[src/rtl/nla_pkg.sv]
// rtl/nla_pkg.sv - shared defaults, state encoding and error bit indices for the coefficient buffer
package nla_pkg;

  localparam int NLA_DATA_WIDTH = 16;
  localparam int NLA_ADDR_LINES = 4;

  // The buffer is either accepting a table (LOAD) or serving a frozen one (READY).
  typedef enum logic {
    ST_LOAD  = 1'b0,
    ST_READY = 1'b1
  } state_e;

  // Bit positions inside the sticky err_o vector.
  localparam int ERR_OVERFLOW = 0;
  localparam int ERR_UNDERRUN = 1;

  // One slot is given up so the entry count still fits in the pointer width.
  function automatic int depth_of(input int addr_lines);
    return (1 << addr_lines) - 1;
  endfunction

endpackage

[src/rtl/coeff_regfile.sv]
// rtl/coeff_regfile.sv - 1W1R coefficient array with registered read port
module coeff_regfile
  import nla_pkg::*;
#(
  parameter int DATA_WIDTH = NLA_DATA_WIDTH,
  parameter int ADDR_LINES = NLA_ADDR_LINES
) (
  input  logic                  clk_i,
  input  logic                  rstn_i,
  input  logic                  wr_en,
  input  logic [ADDR_LINES-1:0] wr_addr,
  input  logic [DATA_WIDTH-1:0] wr_data,
  input  logic                  rd_en,
  input  logic [ADDR_LINES-1:0] rd_addr,
  output logic [DATA_WIDTH-1:0] rd_data
);

  localparam int DEPTH = depth_of(ADDR_LINES);

  logic [DATA_WIDTH-1:0] mem [DEPTH];

  // Storage is never reset; the controller only reads entries it has written.
  always_ff @(posedge clk_i) begin
    if (wr_en) begin
      mem[wr_addr] <= wr_data;
    end
  end

  // Read register doubles as the coefficient output; it holds when no read is issued.
  always_ff @(posedge clk_i or negedge rstn_i) begin
    if (!rstn_i) begin
      rd_data <= '0;
    end else if (rd_en) begin
      rd_data <= mem[rd_addr];
    end
  end

endmodule

[src/rtl/coeff_buffer.sv]
// rtl/coeff_buffer.sv - coefficient store: load, commit, then sequential readout to the MAC
module coeff_buffer
  import nla_pkg::*;
#(
  parameter int DATA_WIDTH = NLA_DATA_WIDTH,
  parameter int ADDR_LINES = NLA_ADDR_LINES
) (
  input  logic                  clk_i,
  input  logic                  rstn_i,
  input  logic                  clr_i,
  input  logic                  wr_en_i,
  input  logic [DATA_WIDTH-1:0] wr_data_i,
  input  logic                  commit_i,
  input  logic                  rd_en_coeff_i,
  input  logic                  redo_coeff_i,
  output logic [DATA_WIDTH-1:0] coeff_o,
  output logic                  coeff_valid_o,
  output logic [ADDR_LINES-1:0] coeff_count_o,
  output logic                  start_coeff_o,
  output logic                  full_o,
  output logic                  empty_o,
  output logic [1:0]            err_o
);

  localparam int                    DEPTH     = depth_of(ADDR_LINES);
  localparam logic [ADDR_LINES-1:0] DEPTH_PTR = ADDR_LINES'(DEPTH);

  state_e                state_q, state_d;
  logic [ADDR_LINES-1:0] wr_ptr_q, wr_ptr_d;
  logic [ADDR_LINES-1:0] rd_ptr_q, rd_ptr_d;
  logic [ADDR_LINES-1:0] count_d;
  logic [ADDR_LINES-1:0] rd_base;
  logic [1:0]            err_d;
  logic                  valid_d;
  logic                  do_write;
  logic                  do_read;

  // State register.
  always_ff @(posedge clk_i or negedge rstn_i) begin
    if (!rstn_i) begin
      state_q <= ST_LOAD;
    end else begin
      state_q <= state_d;
    end
  end

  // Next-state, pointer and flag logic; clear beats rewind beats read, commit sees this cycle's write.
  always_comb begin
    state_d  = state_q;
    wr_ptr_d = wr_ptr_q;
    rd_ptr_d = rd_ptr_q;
    count_d  = coeff_count_o;
    err_d    = err_o;
    valid_d  = 1'b0;
    do_write = 1'b0;
    do_read  = 1'b0;
    rd_base  = rd_ptr_q;

    if (clr_i) begin
      state_d  = ST_LOAD;
      wr_ptr_d = '0;
      rd_ptr_d = '0;
      count_d  = '0;
      err_d    = '0;
    end else begin
      if (state_q == ST_LOAD) begin
        if (wr_en_i) begin
          if (wr_ptr_q != DEPTH_PTR) begin
            do_write = 1'b1;
            wr_ptr_d = wr_ptr_q + 1'b1;
          end else begin
            err_d[ERR_OVERFLOW] = 1'b1;
          end
        end
        if (commit_i && (wr_ptr_d != '0)) begin
          state_d = ST_READY;
          count_d = wr_ptr_d;
        end
      end else if (wr_en_i) begin
        err_d[ERR_OVERFLOW] = 1'b1;
      end

      if (redo_coeff_i) begin
        rd_base = '0;
      end
      rd_ptr_d = rd_base;
      if (rd_en_coeff_i) begin
        if ((state_q == ST_READY) && (rd_base < coeff_count_o)) begin
          do_read  = 1'b1;
          valid_d  = 1'b1;
          rd_ptr_d = rd_base + 1'b1;
        end else begin
          err_d[ERR_UNDERRUN] = 1'b1;
        end
      end
    end
  end

  // Pointer and output registers; every output is a flop.
  always_ff @(posedge clk_i or negedge rstn_i) begin
    if (!rstn_i) begin
      wr_ptr_q      <= '0;
      rd_ptr_q      <= '0;
      coeff_count_o <= '0;
      coeff_valid_o <= 1'b0;
      start_coeff_o <= 1'b0;
      full_o        <= 1'b0;
      empty_o       <= 1'b1;
      err_o         <= '0;
    end else begin
      wr_ptr_q      <= wr_ptr_d;
      rd_ptr_q      <= rd_ptr_d;
      coeff_count_o <= count_d;
      coeff_valid_o <= valid_d;
      start_coeff_o <= (state_d == ST_READY);
      full_o        <= (wr_ptr_d == DEPTH_PTR);
      empty_o       <= (wr_ptr_d == '0);
      err_o         <= err_d;
    end
  end

  coeff_regfile #(
    .DATA_WIDTH (DATA_WIDTH),
    .ADDR_LINES (ADDR_LINES)
  ) u_regfile (
    .clk_i   (clk_i),
    .rstn_i  (rstn_i),
    .wr_en   (do_write),
    .wr_addr (wr_ptr_q),
    .wr_data (wr_data_i),
    .rd_en   (do_read),
    .rd_addr (rd_base),
    .rd_data (coeff_o)
  );

endmodule
[config.mk]
export PLATFORM = sky130hd
export DESIGN_NAME = coeff_buffer
export DESIGN_NICKNAME = d
export VERILOG_FILES = /design/src/rtl/nla_pkg.sv /design/src/rtl/coeff_regfile.sv /design/src/rtl/coeff_buffer.sv
export SDC_FILE = /design/constraint.sdc
export NUM_CORES = 1
export LEC_CHECK = 0
export ABC_CLOCK_PERIOD_IN_PS = 3510
export CORE_AREA = 3 3 207 128
export DETAILED_ROUTE_END_ITERATION = 6
export DIE_AREA = 0 0 210 131
export GPL_ROUTABILITY_DRIVEN = 1
export GPL_TIMING_DRIVEN = 0
export SYNTH_ARGS = -nofsm -noshare
export SYNTH_HDL_FRONTEND = slang
export SYNTH_SLANG_ARGS = --single-unit
[constraint.sdc]
create_clock -name clk_i -period 3.51 [get_ports clk_i]
set_clock_uncertainty 0.15 [all_clocks]
set_input_delay 0.351 -clock clk_i [delete_from_list [all_inputs] [get_ports clk_i]]
set_output_delay 0.351 -clock clk_i [all_outputs]
set_load 0.1 [all_outputs]
==> results of run 1 <==
[path summary, 6_finish.rpt]
path                                  startpoint                                to  slack, ps  cells after the start
max                        wr_ptr_q[0]$_DFF_PN0_    u_regfile.mem[2][12]$_DFFE_PP_        380                      7
max reg2reg                wr_ptr_q[0]$_DFF_PN0_    u_regfile.mem[2][12]$_DFFE_PP_        380                      7
min in group asynchronous                 rstn_i           start_coeff_o$_DFF_PN0_        320                      2
min reg2reg                 err_o[0]$_DFFE_PN0P_              err_o[0]$_DFFE_PN0P_        360                      2
max in group asynchronous                 rstn_i  u_regfile.rd_data[2]$_DFFE_PN0P_       2330                      2
min                                      wr_en_i              err_o[0]$_DFFE_PN0P_         80                      3
[metal layers]
layer  GRT usage  vias to the layer above
li1            -                     2972
met1      0.2995                     3311
met2      0.2825                      225
met3     0.03746                       28
met4     0.03564                        0
met5           0                        -
[worst max-delay path: stages (launching register included)]
cell and delay [ps]:
dfrtp_1 470, ha_1 300, nand3_1 160, nand2b_1 100, nor3b_1 430, nand2_1 310
nor3_2 610, buf_6 270
[registers in the layout, indices dropped and copies added (netlist names)]
name               flops
coeff_valid_o          1
coeff_count_o          4
u_regfile.mem        240
start_coeff_o          1
empty_o                1
full_o                 1
u_regfile.rd_data     16
wr_ptr_q               4
err_o                  2
rd_ptr_q               4
[cell families (layout without fill, tap and decap cells)]
kind of cell	count (synthesis)	in the layout	synth area share
simple gates	159	159	0.07300
flops	274	274	0.7256
fa+ha+maj	8	8	0.009012
mux	69	69	0.06579
compound gates	145	145	0.09519
buf+inv	55	162	0.02749
xor+xnor	5	5	0.003943
[synthesized netlist by cell type, drive strengths merged (7+ instances only)]
cell type	count
nand2	15
ha	8
a31oi	17
nand4	7
a221o	16
a21oi	23
a211oi	16
o221ai	16
o21ai	21
clkbuf	15
o22ai	16
o211ai	16
nand2b	8
mux2i	37
buf	31
nor2b	22
mux2	32
or4	16
nor2	69
inv	9
dfrtp	33
edfxtp	240
[what timing repair did]
item	4_1_cts	5_1_grt
setup endpoints to repair	0	0
hold endpoints to repair	33	0
hold buffers	1	0
[where the power goes]
group	internal, mW	switching (mW)
clock network	1.57	1.20
logic	0.334	1.08
registers	3.68	0.112
[through the flow]
step / area (µm²) / hold WS [ps] / instances / setup TNS, ps / util
3_5_place_dp: 12180 / 352.9 / 1102 / 0 / 0.4882
2_1_floorplan: 11110 / -94.59 / 715 / 0 / -
6_report: 13040 / 82.58 / 1151 / 0 / 0.5230
4_1_cts: 13040 / 64.43 / 1151 / 0 / 0.5228
3_3_place_gp: 11990 / 330.0 / 1091 / -40220 / 0.4807
5_1_grt: 13040 / 129.5 / 1151 / 0 / 0.5230
[cell type report]
type | count | share of cell area
Buffer | 46 | 0.02082
Clock buffer | 32 | 0.05631
Multi-Input combinational cell | 386 | 0.2137
Timing Repair Buffer | 59 | 0.04796
Clock inverter | 16 | 0.009209
Sequential cell | 274 | 0.6178
Inverter | 9 | 0.002590
Tap cell | 329 | 0.03156
==> impl_results.md, run 1 <==
- Outcome: completed
- Layout area overhead: 17.44%
- Leak: approximately 4.3 nW
- Critical path class: reg -> reg
- Post-CTS setup buffer count: 0
- HPWL Detailed: 18.12 mm
- Final setup violation count: 0
- Reg area: ~8000 µm²
- Final Hold Viols: 0
- Yosys reg bits: 274
- Core area: 24940 µm²
- Top post-synthesis cells by area: edfxtp_1 65%, dfrtp_1 7.4%, mux2i_1 3.3%
- Multi-input logic area: ~2800 µm²
- Final period utilization: 0.8907
- Chip width: around 210 µm
- Slew Limit Fails: 0
- CTS resizes: 0
- Commonest cells after routing, fill and taps aside: 240 x edfxtp_1, 59 x nor2_1, 46 x clkdlybuf4s50_1
- Pwr dens: 610.4 nW/µm²
- Crit path time final: around 3100 ps
- Die area: 27510 µm²
- Worst-path clk slew: approximately 60 ps
- Startpoint class of the critical path: flop
- Clock Latency Late Sink: roughly 530 ps
- DP Worst Slack: ~90 ps
- Nets: 833
- CTS tree: done
- Library cells used by synthesis: 47
- Starting Density: 0.4453
- Post-route ant nets: 0
- Clock Sinks: 274
- WP data required: around 3600 ps
- Total power: roughly 8 mW
- Total Routing Usage GR: 0.1917
- Max-cap violations: 0
- Post-route DRC: 0
- Initial DRC count: 749
- Total CTS buffers: 26
- Synth async-reset ratio: 0.1241
- Post-Synthesis Cells: roughly 720
- Primary FF master, synth: edfxtp_1
- Gpl congestion: roughly 0.84
- H-tree depth: 1
- DR top layer: met4
- IO Port Bufs: 47
- F_max: between 300 and 400 MHz
- RSZ-0062 raised after global routing: no
- Worst Hold Class: in -> reg
- Leading area contributor after synthesis: edfxtp_1
- First-pass GRT wire length: between 30 and 40 mm
- Area share of the largest cell type after synthesis: 0.6489
- Post-synthesis area per instance: ~16 µm²
- Detail Route met2 WL: 10.89 mm
- Vias in the first global route: between 6000 and 7000
- Synthesis warning total: 0
- Fin worst setup slack: 383.8 ps
- I/O pin count: a little under 50
- Worst Path Arrival: 3210 ps
- Via count: 6536
- Share of the yosys chip area belonging to registers: 0.7256
- VDD IR max: approximately 770 µV
- Vias per cell: around 5.7
- Share of cells above drive strength 1: 0.1740
- Antenna Diode Count: 0
- Number of synthesized flops with an enable pin: 240
- Global route overflow: 0
- Worst Setup End Kind: flop
- Root Driver: clkbuf_16
- Initial antenna violation count: 0
- Met3 Routed Length: 2.055 mm
- Filler cell count: 2028
- Routed len/inst: roughly 23 µm
- CTS Buffer Depth: 3
- Post-Route WL: between 20 and 30 mm
- Crit-path max FO: 10
- Detailed Routing Iterations Pass 1: 5
- M1 WL: about 13 mm
- Leading cell type in the layout, fill and taps excluded: edfxtp_1
- Slew margin rel.: 0.3373
- Worst Tran Pin Value: 992.9 ps
- Die height: approximately 130 µm
- Largest net degree at the start of global routing: 35
- Synthesized cell area: around 11000 µm²
- FP Rows: 45
- Syn nets: roughly 750
No activity file was read; power rests on OpenSTA's default activity.
==> run 2, diff against run 1 <==
--- a/config.mk
+++ b/config.mk
@@ -11,6 +11,7 @@
 export DIE_AREA = 0 0 210 131
 export GPL_ROUTABILITY_DRIVEN = 1
 export GPL_TIMING_DRIVEN = 0
+export SLEW_MARGIN = 20
 export SYNTH_ARGS = -nofsm -noshare
 export SYNTH_HDL_FRONTEND = slang
 export SYNTH_SLANG_ARGS = --single-unit
==> run 2 against run 1 <==
Effect of this change:
- sequential cell count did not move
- critical path type unchanged
- total power rose by 1.4%
- global-route usage rose by 0.098 points
- critical endpoint is now u_regfile.mem[1][1]$_DFFE_PP_
- combinational power barely moved
- final area rose by 0.52%
- sequential share of layout area fell by 0.32 points
- clock power rose by 4%
- largest cell class unchanged
- maximum frequency rose by 0.25%
==> impl_results.md, run 2 (same netlist as run 1, synthesis figures left out) <==
- Core area: 24940 µm² (unchanged)
- CTS tree: done
- Clock Latency Late Sink: 520 ps (about the same)
- Routed len/inst: 22.58 µm (+0.28%)
- Worst Path Arrival: 3190 ps (-20 ps)
- Critical R2R Launch: wr_ptr_q[0]$_DFF_PN0_
- Layout area overhead: 18.05%
- DP Worst Slack: 446.5 ps (+354.1 ps)
- Fin worst setup slack: 391.4 ps (+7.644 ps)
- Total Routing Usage GR: 0.1927 (+0.0009779)
- Largest registers: u_regfile.mem: 240 flops, u_regfile.rd_data: 16 flops
- Filler cell count: 2035 (+0.35%)
- Switching power: 2.331 mW (-2.3%)
- Final setup violation count: 0 (unchanged)
- Gpl congestion: 0.8367 (unchanged)
- Detailed Routing Iterations Pass 1: 6 (+1)
- Vias in the first global route: 6529 (+0.17%)
- Starting Density: 0.4453 (unchanged)
- Vias per cell: 5.690 (+0.19%)
- Worst path cell trace: ha_1 -> nand3_1 -> nand2b_1 -> nor3b_1 -> nand2_1 -> nor3_2 -> buf_4
- CP max stage cell: nor3_2
- FP Rows: 45 (unchanged)
- R2R Setup Slk: 390 ps (about the same)
- HPWL Detailed: 18.47 mm (+1.9%)
- Via count: 6560 (+0.37%)
- Hold Worst Slack: 112.7 ps (+30.16 ps)
- Nets: 837 (+0.48%)
- Outcome: completed
- Share of cells above drive strength 1: 0.1675 (-0.006490)
- Post-Route WL: 26.03 mm (+0.45%)
- Logic pwr share: 0.175 (-0.002)
- RR Endpoint: u_regfile.mem[1][1]$_DFFE_PP_
- First-pass GRT wire length: 39.62 mm (+0.56%)
- Initial DRC count: 665 (-11%)
- Clock Sinks: 274 (unchanged)
- Initial antenna violation count: 0 (unchanged)
- Leak: 4.286 nW (+0.78%)
- Slew Limit Fails: 0 (unchanged)
- Worst Hold Class: in -> reg
- Final period utilization: 0.8885 (-0.002178)
- Final Hold Viols: 0 (unchanged)
- Worst Tran Pin Value: 976.5 ps (-16.42 ps)
- Leading cell type in the layout, fill and taps excluded: edfxtp_1
- CTS resizes: 0 (unchanged)
- Worst-path clk slew: 60 ps (about the same)
- Global route overflow: 0 (unchanged)
- Chip width: 210 µm (unchanged)
- Total CTS buffers: 25 (-3.8%)
- Largest net degree at the start of global routing: 19 (-46%)
- Hold_buf cts: 1 (unchanged)
- Internal power: 5.745 mW (+3.0%)
- WP data required: 3580 ps (about the same)
- Die height: 131 µm (unchanged)
- IO Port Bufs: 47 (unchanged)
- CTS Buffer Depth: 3 (unchanged)
- Crit path time final: 3119 ps (-7.644 ps)
- Pwr dens: 616.0 nW/µm² (+0.91%)
- Buf/Inv on CP: 1 (unchanged)
- H-tree depth: 1 (unchanged)
- Setup crit end: u_regfile.mem[1][1]$_DFFE_PP_
- Non-filler cells, final: 1153 (+0.17%)
- Post-CTS setup buffer count: 0 (unchanged)
- F_max: 320.7 MHz (+0.25%)
- Critical path class: reg -> reg
- Part of the power in registers: 0.469 (-0.007)
- Post-route ant nets: 0 (unchanged)
- RSZ-0062 raised after global routing: no
- Reg2Reg Depth: 7 (unchanged)
- Top reg by flops: u_regfile.mem
- Antenna Diode Count: 0 (unchanged)
- Placed Cells: 1107 (+0.45%)
- Largest delay share family, worst path: simple AND/OR/NAND/NOR gates
- Max-cap violations: 0 (unchanged)
- Worst Setup End Kind: flop
- Root Driver: clkbuf_16
- Commonest cells after routing, fill and taps aside: 240 x edfxtp_1, 58 x nor2_1, 46 x clkdlybuf4s50_1
- Crit-path max FO: 9 (-1)
- Post-route DRC: 0 (unchanged)
- Startpoint class of the critical path: flop
- Slew margin rel.: 0.3470 (+0.009622)
- Die area: 27510 µm² (unchanged)
- Max FFs per register: 240 (unchanged)
- I/O pin count: 49 (unchanged)
- Crit path depth: 7 (unchanged)
- Largest stage delay on the critical path: 640 ps (+30 ps)
- Sw Ratio: 0.2886 (-0.01097)
- Power share of the clock group: 0.356 (+0.009)
- VDD IR max: 792.9 µV (+3.3%)
- Worst setup path start: wr_ptr_q[0]$_DFF_PN0_
## run 2: cell count changes in the layout (fill, tap and decap cells not counted), sizes merged
| cell | before | now |
|---|---|---|
| clkinv | 9 | 1 |
| clkbuf | 47 | 52 |
| buf | 43 | 48 |
| clkinvlp | 5 | 1 |
| bufinv | 1 | 5 |
## run 2: how the worst min path moves through the flow
stage               slack [ps]                            to            startpoint  cells after the start
floorplan                  -90  coeff_count_o[0]$_DFFE_PN0P_                rstn_i                      0
global placement           330          err_o[1]$_DFFE_PN0P_  err_o[1]$_DFFE_PN0P_                      2
global route               140          err_o[0]$_DFFE_PN0P_               wr_en_i                      3
CTS                         90          err_o[0]$_DFFE_PN0P_               wr_en_i                      3
detailed placement         190          err_o[1]$_DFFE_PN0P_                rstn_i                      1
finish                     110          err_o[0]$_DFFE_PN0P_               wr_en_i                      3
## run 2: area by class of cell
type	count	area, µm²	share of cell area
sequential	274	8059	0.6147
multi-input combinational	386	2790	0.2128
clock buffer	37	690.7	0.05268
timing repair buffer	64	683.2	0.05210
tap	329	411.6	0.03140
buffer	46	271.5	0.02071
clock inverter	8	171.4	0.01307
inverter	9	33.78	0.002577
## run 2: routing by layer
metal | track usage | up-vias | share of wire
met3 | 0.03698 | 34 | 0.074
met5 | 0 | - | 0
met4 | 0.03604 | 0 | 0.017
met2 | 0.2904 | 244 | 0.42
li1 | - | 2977 | -
met1 | 0.2961 | 3305 | 0.48
## run 2: power by group through the flow
stage                     sequential [mW]  clock, mW  combinational (mW)
after floorplan                      4.58          0               0.257
after global placement               3.85          0                1.39
after detailed placement             3.86          0                1.41
after CTS                            3.79       2.93                1.41
after global routing                 3.80       3.07                1.47
final                                3.79       2.88                1.41
## run 2: tightest hold or removal path, stage by stage
cell and delay [ps]:
clkbuf_1 160, a21oi_1 180, nor2_1 50
## run 2: per-stage QoR
step | area, µm² | TNS (ps) | utilization | power (mW)
2_1_floorplan | 11110 | 0 | - | 4.835
3_3_place_gp | 11990 | -40220 | 0.4807 | 5.243
3_5_place_dp | 12240 | 0 | 0.4907 | 5.272
4_1_cts | 13110 | 0 | 0.5257 | 8.142
5_1_grt | 13110 | 0 | 0.5257 | 8.347
6_report | 13110 | 0 | 0.5257 | 8.076
